--- config.mk ---
export PLATFORM = sky130hd
export DESIGN_NAME = weight_writeback
export DESIGN_NICKNAME = d
export VERILOG_FILES = /design/src/rtl/weight_writeback.sv
export SDC_FILE = /design/constraint.sdc
export NUM_CORES = 1
export LEC_CHECK = 0
export BUFFER_PORTS_ARGS = -buffer_cell sky130_fd_sc_hd__clkbuf_2
export CAP_MARGIN = 0
export CORE_MARGIN = 3
export CORE_UTILIZATION = 35
export DETAILED_ROUTE_END_ITERATION = 8
export GPL_TIMING_DRIVEN = 1
export PLACE_DENSITY_LB_ADDON = 0.05
export SYNTH_ARGS = -nofsm -noshare
export SYNTH_HDL_FRONTEND = slang
export SYNTH_SLANG_ARGS = --single-unit
--- constraint.sdc ---
create_clock -name clk -period 6.3 [get_ports clk]
set_input_delay 1.26 -clock clk [delete_from_list [all_inputs] [get_ports clk]]
set_output_delay 1.26 -clock clk [all_outputs]
set_load 0.05 [all_outputs]
--- src/rtl/weight_writeback.sv ---
// Burst write-back of processor result words into the shared single-port RAM behind the ROM read path.
// Optional feature macro: WEIGHT_WRITEBACK_CHECKSUM_EN adds a running checksum output.

// Generic synchronous FIFO with the head word always visible on head_dat_o.
// Latency: a word pushed at edge N is visible at the head from edge N onward.
// Backpressure: caller must not push when full_o is high nor pop when empty_o is high.
module weight_writeback_fifo #(
    parameter int W     = 32,
    parameter int DEPTH = 4
) (
    input  logic         clk,
    input  logic         rst,
    input  logic         push_i,
    input  logic [W-1:0] push_dat_i,
    input  logic         pop_i,
    output logic [W-1:0] head_dat_o,
    output logic         full_o,
    output logic         empty_o
);
    localparam int PTR_W = $clog2(DEPTH);
    localparam logic [PTR_W:0] PTR_ONE = {{PTR_W{1'b0}}, 1'b1};

    logic [W-1:0]   mem_q [DEPTH];
    logic [PTR_W:0] wr_ptr_q;
    logic [PTR_W:0] rd_ptr_q;

    // Pointers carry one extra wrap bit so full and empty are distinguishable.
    assign empty_o    = (wr_ptr_q == rd_ptr_q);
    assign full_o     = (wr_ptr_q[PTR_W] != rd_ptr_q[PTR_W]) &&
                        (wr_ptr_q[PTR_W-1:0] == rd_ptr_q[PTR_W-1:0]);
    assign head_dat_o = mem_q[rd_ptr_q[PTR_W-1:0]];

    always_ff @(posedge clk or posedge rst) begin
        if (rst) begin
            wr_ptr_q <= '0;
            rd_ptr_q <= '0;
        end else begin
            if (push_i) wr_ptr_q <= wr_ptr_q + PTR_ONE;
            if (pop_i)  rd_ptr_q <= rd_ptr_q + PTR_ONE;
        end
    end

    always_ff @(posedge clk) begin
        if (push_i) mem_q[wr_ptr_q[PTR_W-1:0]] <= push_dat_i;
    end
endmodule

// Accepts len words on a valid/ready stream and writes them to consecutive RAM addresses from base_addr.
// Latency: a word accepted at edge N is popped at N+1 and driven on wr_* until the RAM writes it at N+2.
// Backpressure: in_ready drops when the FIFO is full or len words are in; ram_grant low stalls writes.
module weight_writeback #(
    parameter int ADDR_W     = 11,
    parameter int DATA_W     = 32,
    parameter int FIFO_DEPTH = 4
) (
    input  logic              clk,
    input  logic              rst,
    input  logic              start,
    input  logic [ADDR_W-1:0] base_addr,
    input  logic [ADDR_W:0]   len,
    input  logic              in_valid,
    input  logic [DATA_W-1:0] in_data,
    output logic              in_ready,
    input  logic              ram_grant,
    output logic              wr_en,
    output logic [ADDR_W-1:0] wr_addr,
    output logic [DATA_W-1:0] wr_data,
    output logic              busy,
    output logic              done
`ifdef WEIGHT_WRITEBACK_CHECKSUM_EN
    , output logic [DATA_W-1:0] checksum
`endif
);
    localparam logic [1:0] S_IDLE  = 2'd0;
    localparam logic [1:0] S_WRITE = 2'd1;
    localparam logic [1:0] S_DONE  = 2'd2;

    localparam logic [ADDR_W-1:0] ADDR_ONE = {{(ADDR_W-1){1'b0}}, 1'b1};
    localparam logic [ADDR_W:0]   CNT_ONE  = {{ADDR_W{1'b0}}, 1'b1};

    logic [1:0]        state_q,    state_d;
    logic [ADDR_W-1:0] cur_addr_q, cur_addr_d;
    logic [ADDR_W:0]   len_q,      len_d;
    logic [ADDR_W:0]   acc_cnt_q,  acc_cnt_d;
    logic [ADDR_W:0]   wr_rem_q,   wr_rem_d;
    logic              wr_en_q,    wr_en_d;
    logic [ADDR_W-1:0] wr_addr_q,  wr_addr_d;
    logic [DATA_W-1:0] wr_data_q,  wr_data_d;

    logic              fifo_full;
    logic              fifo_empty;
    logic [DATA_W-1:0] fifo_head;
    logic              push;
    logic              pop;

    // in_ready deliberately ignores a same-cycle pop so it depends on registered state only.
    assign in_ready = (state_q == S_WRITE) && !fifo_full && (acc_cnt_q < len_q);
    assign push     = in_valid && in_ready;
    assign pop      = (state_q == S_WRITE) && !fifo_empty && ram_grant;

    weight_writeback_fifo #(
        .W     (DATA_W),
        .DEPTH (FIFO_DEPTH)
    ) u_fifo (
        .clk        (clk),
        .rst        (rst),
        .push_i     (push),
        .push_dat_i (in_data),
        .pop_i      (pop),
        .head_dat_o (fifo_head),
        .full_o     (fifo_full),
        .empty_o    (fifo_empty)
    );

    always_comb begin
        state_d    = state_q;
        cur_addr_d = cur_addr_q;
        len_d      = len_q;
        acc_cnt_d  = acc_cnt_q;
        wr_rem_d   = wr_rem_q;
        wr_en_d    = 1'b0;
        wr_addr_d  = wr_addr_q;
        wr_data_d  = wr_data_q;
        case (state_q)
            S_IDLE: begin
                if (start) begin
                    cur_addr_d = base_addr;
                    len_d      = len;
                    acc_cnt_d  = '0;
                    wr_rem_d   = len;
                    state_d    = (len == '0) ? S_DONE : S_WRITE;
                end
            end
            S_WRITE: begin
                if (push) acc_cnt_d = acc_cnt_q + CNT_ONE;
                if (pop) begin
                    wr_en_d    = 1'b1;
                    wr_addr_d  = cur_addr_q;
                    wr_data_d  = fifo_head;
                    cur_addr_d = cur_addr_q + ADDR_ONE;
                    wr_rem_d   = wr_rem_q - CNT_ONE;
                    if (wr_rem_q == CNT_ONE) state_d = S_DONE;
                end
            end
            S_DONE:  state_d = S_IDLE;
            default: state_d = S_IDLE;
        endcase
    end

    always_ff @(posedge clk or posedge rst) begin
        if (rst) begin
            state_q    <= S_IDLE;
            cur_addr_q <= '0;
            len_q      <= '0;
            acc_cnt_q  <= '0;
            wr_rem_q   <= '0;
            wr_en_q    <= 1'b0;
            wr_addr_q  <= '0;
            wr_data_q  <= '0;
        end else begin
            state_q    <= state_d;
            cur_addr_q <= cur_addr_d;
            len_q      <= len_d;
            acc_cnt_q  <= acc_cnt_d;
            wr_rem_q   <= wr_rem_d;
            wr_en_q    <= wr_en_d;
            wr_addr_q  <= wr_addr_d;
            wr_data_q  <= wr_data_d;
        end
    end

    assign wr_en   = wr_en_q;
    assign wr_addr = wr_addr_q;
    assign wr_data = wr_data_q;
    assign busy    = (state_q != S_IDLE);
    assign done    = (state_q == S_DONE);

`ifdef WEIGHT_WRITEBACK_CHECKSUM_EN
    logic [DATA_W-1:0] checksum_q, checksum_d;

    // Accumulates alongside the wr_data register so it moves in the same cycle as wr_en.
    always_comb begin
        checksum_d = checksum_q;
        if (state_q == S_IDLE && start) checksum_d = '0;
        else if (pop)                   checksum_d = checksum_q + fifo_head;
    end

    always_ff @(posedge clk or posedge rst) begin
        if (rst) checksum_q <= '0;
        else     checksum_q <= checksum_d;
    end

    assign checksum = checksum_q;
`endif
endmodule

==> run metrics, run 1 <==
status=finished, final reports clean; Synthesized Nets=812; CP Data Arrival Time=2.97 ns; worst-skew pair later-pin latency=0.54 ns; GR Util met3=2.63%; WP data required=5.04 ns; Die Ht=171 um; Static Leak=4.62 nW; 1st-pass router iterations=5; CTS tree=done; R2R Setup Slk=2.84 ns; Slowest-stage cell, CP=dfrtp_2; Worst VDD drop=0.213 mV; post-DR wirelength/cell=18.1 um; met2 Resource Use GR=24.8%; grt total ovfl=0; Synth area leaders=edfxtp_1, dfrtp_1, mux4_2; critical path's largest stage delay=1.00 ns; busiest grt layer=met2; sequential share of the synthesized area=66.3%; critical setup path kind=reg2out; post_cts resized=0; CP Launch Point=u_fifo.rd_ptr_q[1]; Synth Area per Inst=13.0 um2; post-CTS setup repair buffer count=0; maximum clock frequency=237 MHz; dpl hpwl=13.3 mm; power density cells=542 mW/mm2; Layout area overhead=18.1%; crit path capture=in_ready; Synth warnings=0; area leader, netlist=edfxtp_1; antenna viol nets, final=0; DRC=0; Worst Skew=0.0185 ns; Post-Syn Area=0.00953 mm2; HP Class=reg2reg; R2R depth=6; commonest non-fill, non-tap cell in the layout=nand2_1; initial DRC count=382; fin nets=916; Tot Pwr=6.10 mW; fin crit period=4.23 ns; io pins=107; final wirelength=21.6 mm; DIE WIDTH=171 um; Inserted Diodes=0; Async SR Flop Fraction=43.6%; Placement Cell Area=0.0104 mm2; placed cells=1143; DR vias/cell=5.06; number of enable flip-flop cells after synthesis=128; Reg clk slew, reported paths=0.05 ns; Critical Path End Type=output pin; CP Max Fanout=35; CTS buffer count=26; pin slew with the least headroom to its limit=1.02 ns; reg2reg end=cur_addr_q[10]; Root Driver=clkbuf_16; hold-fix buffers at CTS=0; Initial Util=36.1%; die footprint=0.0293 mm2; GP Congestion=0.743; layout cells sized above 1=24.1%; crit-path cells=xor2_1, nor3b_1, nor4_4, buf_4, and2_1, clkbuf_2; Netlist cell types=59; Mapped Cells=732; unrepaired setup endpoints after global routing=no; most frequent cells in the layout=nand2_1, edfxtp_1, clkbuf_2; CTS H-tree lvls=1; Finished Layout Cells=1190; Max Cap Viol=0; CTS Sinks=227; first-pass GRT wire length=34.4 mm; largest net degree at the start of global routing=55; slew margin rel.=31.9%; Seq cells post-synth=227; post-synth top area share=40.3%; GRT Overall Usage=14.9%; initial antenna violation count=1; deepest clock path buffer count=3; post-route cell area=0.0113 mm2; FP Rows=59; met1 Use GR=20.4%; via count=6018; max-slew violations=0; final hold vios=0; Setup TNS Final=0 ns; Setup violations, final=0; Main synth FF type=edfxtp_1; Port Buffer Count=106; core area=0.0264 mm2; Layout Utilization=42.6%; Tcrit/Tclk final=67.1%; R2R Path Start=u_fifo.rd_ptr_q[1]; CP startpoint kind=flop; vias in the first global route=6166
==> cell usage after synthesis, types with 3 or more instances <==
library cell,instances
mux4_2,32
buf_2,7
o21ai_0,37
nor2b_1,3
o211ai_1,3
nor3_1,13
edfxtp_1,128
nor3b_1,5
a21oi_1,25
inv_1,22
nand4_1,3
clkbuf_1,24
a31oi_1,3
o21a_1,3
nor4_1,4
nor2_1,22
and3_1,7
nand3_1,16
nand2_1,185
ha_1,20
dfrtp_1,99
o22ai_1,5
a41o_1,5
xnor2_1,3
buf_1,4
o31ai_1,5
xor2_1,3
or2_2,4
==> worst min-delay path by stage <==
stage,slack [ns],end,startpoint,cells after the start
6_report,0.47,wr_addr[5],wr_addr[5],2
5_1_grt,0.51,wr_data[27],wr_data[27],2
4_1_cts,0.48,wr_addr[5],wr_addr[5],2
3_5_place_dp,0.46,wr_data[8],wr_data[8],2
3_3_place_gp,0.46,wr_data[4],wr_data[4],2
2_1_floorplan,0.44,len_q[0],len_q[0],2
==> registers in the layout (all words and copies together) (netlist names) <==
register	count
u_fifo.mem_q	128
wr_data	32
acc_cnt_q	12
len_q	12
wr_rem_q	12
cur_addr_q	11
wr_addr	11
u_fifo.rd_ptr_q	3
u_fifo.wr_ptr_q	3
state_q	2
wr_en	1
==> critical path: cells and delay by family, from the launching register on <==
kind	cells	cell delay, ns
and+or+nand+nor	3	0.55
DFF	1	1.00
buffers and inverters	2	0.52
xor gates and xnor gates	1	0.37
==> per-layer routing <==
metal,vias to the layer above,wire [um],share of wire (%)
li1,2856,-,-
met1,2989,9860,46
met3,31,981,4.5
met5,-,13,0.060
met2,140,10300,48
met4,2,441,2.0
==> area by class of cell <==
cell class / count / area [um2]
clock inverters: 12 / 138
well taps: 335 / 419
repair buffers: 113 / 583
clock buffers: 35 / 714
multi-input cells: 446 / 2990
flip-flops and latches: 227 / 6320
fillers: 2479 / 15200
inverters: 22 / 85.1
==> cell families after synthesis <==
| family | synth area share, % |
|---|---|
| AOI/OAI and AO/OA | 7.40 |
| xor gates and xnor gates | 0.722 |
| adders and majority gates | 2.63 |
| buffers and inverters | 2.53 |
| DFF | 66.3 |
| muxes | 8.01 |
| and+or+nand+nor | 12.4 |
==> where the power goes <==
part           switching, mW  total [mW]  leakage [nW]  internal (mW)
logic                   1.57        2.31          1.85          0.741
registers              0.291        2.31          2.36           2.02
clock network          0.597        1.48         0.422          0.881
total                   2.45        6.10          4.62           3.65
==> metrics by stage <==
stage | setup WS (ns) | hold slack (ns)
after floorplan | 2.45 | 0.438
after global placement | 2.58 | 0.461
after detailed placement | 2.55 | 0.462
after CTS | 1.98 | 0.477
after global routing | 1.89 | 0.506
final | 2.07 | 0.470
Power figures use the tool's default switching activity.
==> inputs of run 2 (changes only) <==
clock period = 4 ns   (was 6.3 ns; I/O delays follow)
==> run metrics, run 2 (synthesized netlist as in run 1, its figures left out) <==
antenna viol nets, final=0; DR vias/cell=5.07; post_cts resized=0; hold-fix buffers at CTS=0; most frequent cells in the layout=nand2_1, edfxtp_1, clkbuf_2; fin nets=921; Max Cap Viol=0; GRT Overall Usage=15.2%; CP Max Fanout=6; CP startpoint kind=flop; switching pwr=3.86 mW; Reg clk slew, reported paths=0.06 ns; 1st-pass router iterations=4; Port Buffer Count=106; sequential power share=37.8%; post-CTS setup repair buffer count=0; placed cells=1149; final wirelength=22.0 mm; Critical Path End Type=output pin; pin slew with the least headroom to its limit=0.985 ns; CTS tree=done; FP Rows=59; largest net degree at the start of global routing=66; DRC=0; critical setup path kind=reg2out; first-pass GRT wire length=35.0 mm; via count=6064; Sw Share=40.9%; WP data required=3.20 ns; Worst Skew=0.0103 ns; GP Congestion=0.794; CP Data Arrival Time=2.72 ns; CTS H-tree lvls=1; Power Internal=5.60 mW; unrepaired setup endpoints after global routing=no; final hold vios=0; maximum clock frequency=284 MHz; R2R depth=6; Finished Layout Cells=1195; commonest non-fill, non-tap cell in the layout=nand2_1; vias in the first global route=6467; Static Leak=4.60 nW; grt total ovfl=0; clock share of power=22.7%; Layout area overhead=17.6%; reg2reg end=u_fifo.mem_q[1][23]; Worst VDD drop=0.357 mV; core area=0.0264 mm2; R2R Setup Slk=1.16 ns; max-slew violations=0; Setup violations, final=0; Initial Util=36.1%; layout cells sized above 1=24.0%; CTS Sinks=227; power density cells=844 mW/mm2; HP Class=in2async; die footprint=0.0293 mm2; initial DRC count=294; Comb pwr share=39.5%; Die Ht=171 um; Inserted Diodes=0; Setup TNS Final=0 ns; DIE WIDTH=171 um; fin crit period=3.52 ns; io pins=107; post-DR wirelength/cell=18.4 um; dpl hpwl=13.8 mm; max FFs per register=128; initial antenna violation count=0; slew margin rel.=34.4%; deepest clock path buffer count=3; Root Driver=clkbuf_16; CTS buffer count=25; R2R Path Start=acc_cnt_q[10]; status=finished, final reports clean; Tcrit/Tclk final=88.1%; worst-skew pair later-pin latency=0.53 ns
-- run 2: critical path, stage by stage (launching register included) --
cell	delay [ns]
dfrtp_1	0.42
ha_1	0.33
nand4_1	0.16
or4_1	0.54
or2_2	0.34
and2_1	0.17
clkbuf_2	0.23
-- run 2: area by class of cell --
class	instances	area, um2
Clock buffer	30	644
Sequential cell	227	6320
Multi-Input combinational cell	446	2990
Inverter	22	85.1
Tap cell	335	419
Fill cell	2480	15200
Timing Repair Buffer	119	628
Clock inverter	16	119
-- run 2: power groups by stage --
stage	registers, mW	clock network, mW	logic (mW)
after floorplan	4.27	0	2.12
after detailed placement	3.62	0	3.83
after global routing	3.66	2.32	4.17
after CTS	3.58	2.22	3.84
after global placement	3.59	0	3.79
final	3.57	2.15	3.74
-- run 2: how the worst max path moves through the flow --
stage	from	endpoint	slack [ns]
2_1_floorplan	rst	acc_cnt_q[0]	0.61
3_3_place_gp	acc_cnt_q[10]	in_ready	1.01
3_5_place_dp	acc_cnt_q[10]	in_ready	1.00
4_1_cts	acc_cnt_q[9]	in_ready	0.43
5_1_grt	acc_cnt_q[9]	in_ready	0.30
6_report	acc_cnt_q[10]	in_ready	0.48
-- run 2: metal layers --
layer | GRT usage (%) | up-vias | wire (um)
met1 | 20.1 | 3010 | 9750
met4 | 4.86 | 0 | 581
met5 | 0 | - | 0
li1 | - | 2878 | -
met2 | 25.3 | 137 | 10500
met3 | 3.37 | 39 | 1220
-- run 2: through the flow --
step           utilization (%)  setup slack, ns  hold slack, ns  power (mW)  area (um2)
2_1_floorplan                -            0.610           0.438        6.39        9530
3_5_place_dp              39.5             1.00           0.462        7.45       10400
3_3_place_gp              39.5             1.01           0.458        7.38       10400
4_1_cts                   42.4            0.430           0.458        9.64       11200
6_report                  42.4            0.475           0.432        9.46       11200
5_1_grt                   42.4            0.298           0.464        10.2       11200
==> inputs of run 3 (changes only) <==
clock period = 2.96 ns   (was 4 ns; I/O delays follow)
==> run metrics, run 3 (synthesized netlist as in run 1, its figures left out) <==
CP Data Arrival Time=2.40 ns; layout cells sized above 1=26.6%; unrepaired setup endpoints after global routing=yes; final wirelength=22.2 mm; status=finished with violations; HP Class=in2async; DR vias/cell=5.14; Tot Pwr=13.2 mW; io pins=107; final worst slack=-0.0321 ns; maximum clock frequency=334 MHz; dpl ws=0.176 ns; Setup TNS Final=-0.0321 ns; Reg clk slew, reported paths=0.06 ns; DRC=0; R2R Setup Slk=0.30 ns; Die Ht=171 um; Layout Utilization=43.5%; power density cells=1150 mW/mm2; GRT Overall Usage=15.3%; CP Max Fanout=3; crit-path cells=ha_4, nand4_1, or4_4, or2_4, and2_4, buf_12; reg2reg end=u_fifo.mem_q[2][20]; CTS tree=done; via count=6225; max FFs per register=128; initial antenna violation count=0; Worst VDD drop=0.526 mV; dpl hpwl=14.1 mm; CP startpoint kind=flop; Root Driver=clkbuf_16; worst-skew pair later-pin latency=0.51 ns; CTS H-tree lvls=1; fin nets=937; DIE WIDTH=171 um; largest net degree at the start of global routing=60; most frequent cells in the layout=nand2_1, edfxtp_1, clkbuf_2; Finished Layout Cells=1210; Fin Hold WS=0.119 ns; vias in the first global route=6440; post-DR wirelength/cell=18.3 um; Critical Path End Type=output pin; WP data required=2.37 ns; R2R Path Start=len_q[9]; first-pass GRT wire length=35.2 mm; Layout area overhead=20.5%; CTS buffer count=24; Worst Skew=0.00896 ns; pin slew with the least headroom to its limit=0.737 ns; initial DRC count=283; R2R depth=9; post-route cell area=0.0115 mm2; violated checks=setup timing; 1st-pass router iterations=5; critical path's largest stage delay=0.50 ns; grt total ovfl=0; crit path capture=in_ready; hold-fix buffers at CTS=0; Port Buffer Count=106; CP Launch Point=acc_cnt_q[10]; final hold vios=0; fin crit period=2.99 ns; Tcrit/Tclk final=101%; CTS Sinks=227; Fill cells=2491; Setup violations, final=1; commonest non-fill, non-tap cell in the layout=nand2_1; Placement Cell Area=0.0106 mm2; core area=0.0264 mm2; Max Cap Viol=0; die footprint=0.0293 mm2; slew margin rel.=50.9%; GP Congestion=0.763; Slowest-stage cell, CP=or4_4; critical setup path kind=reg2out; Initial Util=36.1%; max-slew violations=0; deepest clock path buffer count=3; FP Rows=59; antenna viol nets, final=0; placed cells=1157; Inserted Diodes=0; Static Leak=4.73 nW
## run 3: cell count changes in the layout (fill, tap and decap cells not counted), moves of 3 or more
| cell | delta |
|---|---|
| bufinv_16 | +3 |
| buf_4 | +14 |
| buf_12 | +4 |
| clkinv_2 | +3 |
| clkbuf_1 | -3 |
| clkinv_1 | -6 |
## run 3: critical path, delay by kind of cell (launching register included)
| kind | cells | cell delay (ns) |
|---|---|---|
| fa+ha+maj | 1 | 0.28 |
| buf+inv | 1 | 0.14 |
| flops | 1 | 0.41 |
| simple gates | 4 | 1.07 |
## run 3: repair_timing
item / 4_1_cts / 5_1_grt
endpoints found under the hold margin: 0 / 0
gates resized for setup: 4 / 0
pin swaps: 4 / 1
setup endpoints to repair: 1 / 1
buffers inserted: 9 / 0
## run 3: area by class of cell
class | count | area (um2) | share of cell area (%)
clock buffer | 27 | 633 | 5.51
multi-input combinational | 446 | 3010 | 26.2
inverter | 22 | 86.3 | 0.752
sequential | 227 | 6320 | 55.1
tap | 335 | 419 | 3.65
clock inverter | 17 | 199 | 1.73
timing repair buffer | 136 | 808 | 7.04
## run 3: how the worst min path moves through the flow
stage                            from     endpoint  slack [ns]  cells past startpoint
after floorplan              len_q[0]     len_q[0]        0.44                      2
after global routing              rst  wr_data[13]        0.15                      2
after CTS                         rst   wr_data[9]        0.12                      2
after global placement     wr_data[3]   wr_data[3]        0.46                      2
final                             rst  wr_data[22]        0.12                      2
after detailed placement  wr_data[13]  wr_data[13]        0.46                      2
## run 3: power breakdown
part	internal (mW)	switching [mW]
combinational	1.76	3.53
clock	1.90	1.26
sequential	4.30	0.509
total	7.95	5.29
## run 3: metal layers
metal / wire length (um) / share of wire [%] / track usage (%) / vias up
met2: 11000 / 49 / 26.6 / 159
met4: 377 / 1.7 / 3.46 / 0
met5: 0 / 0 / 0 / -
met3: 1150 / 5.2 / 2.59 / 28
met1: 9670 / 44 / 20.1 / 3127
li1: - / - / - / 2911
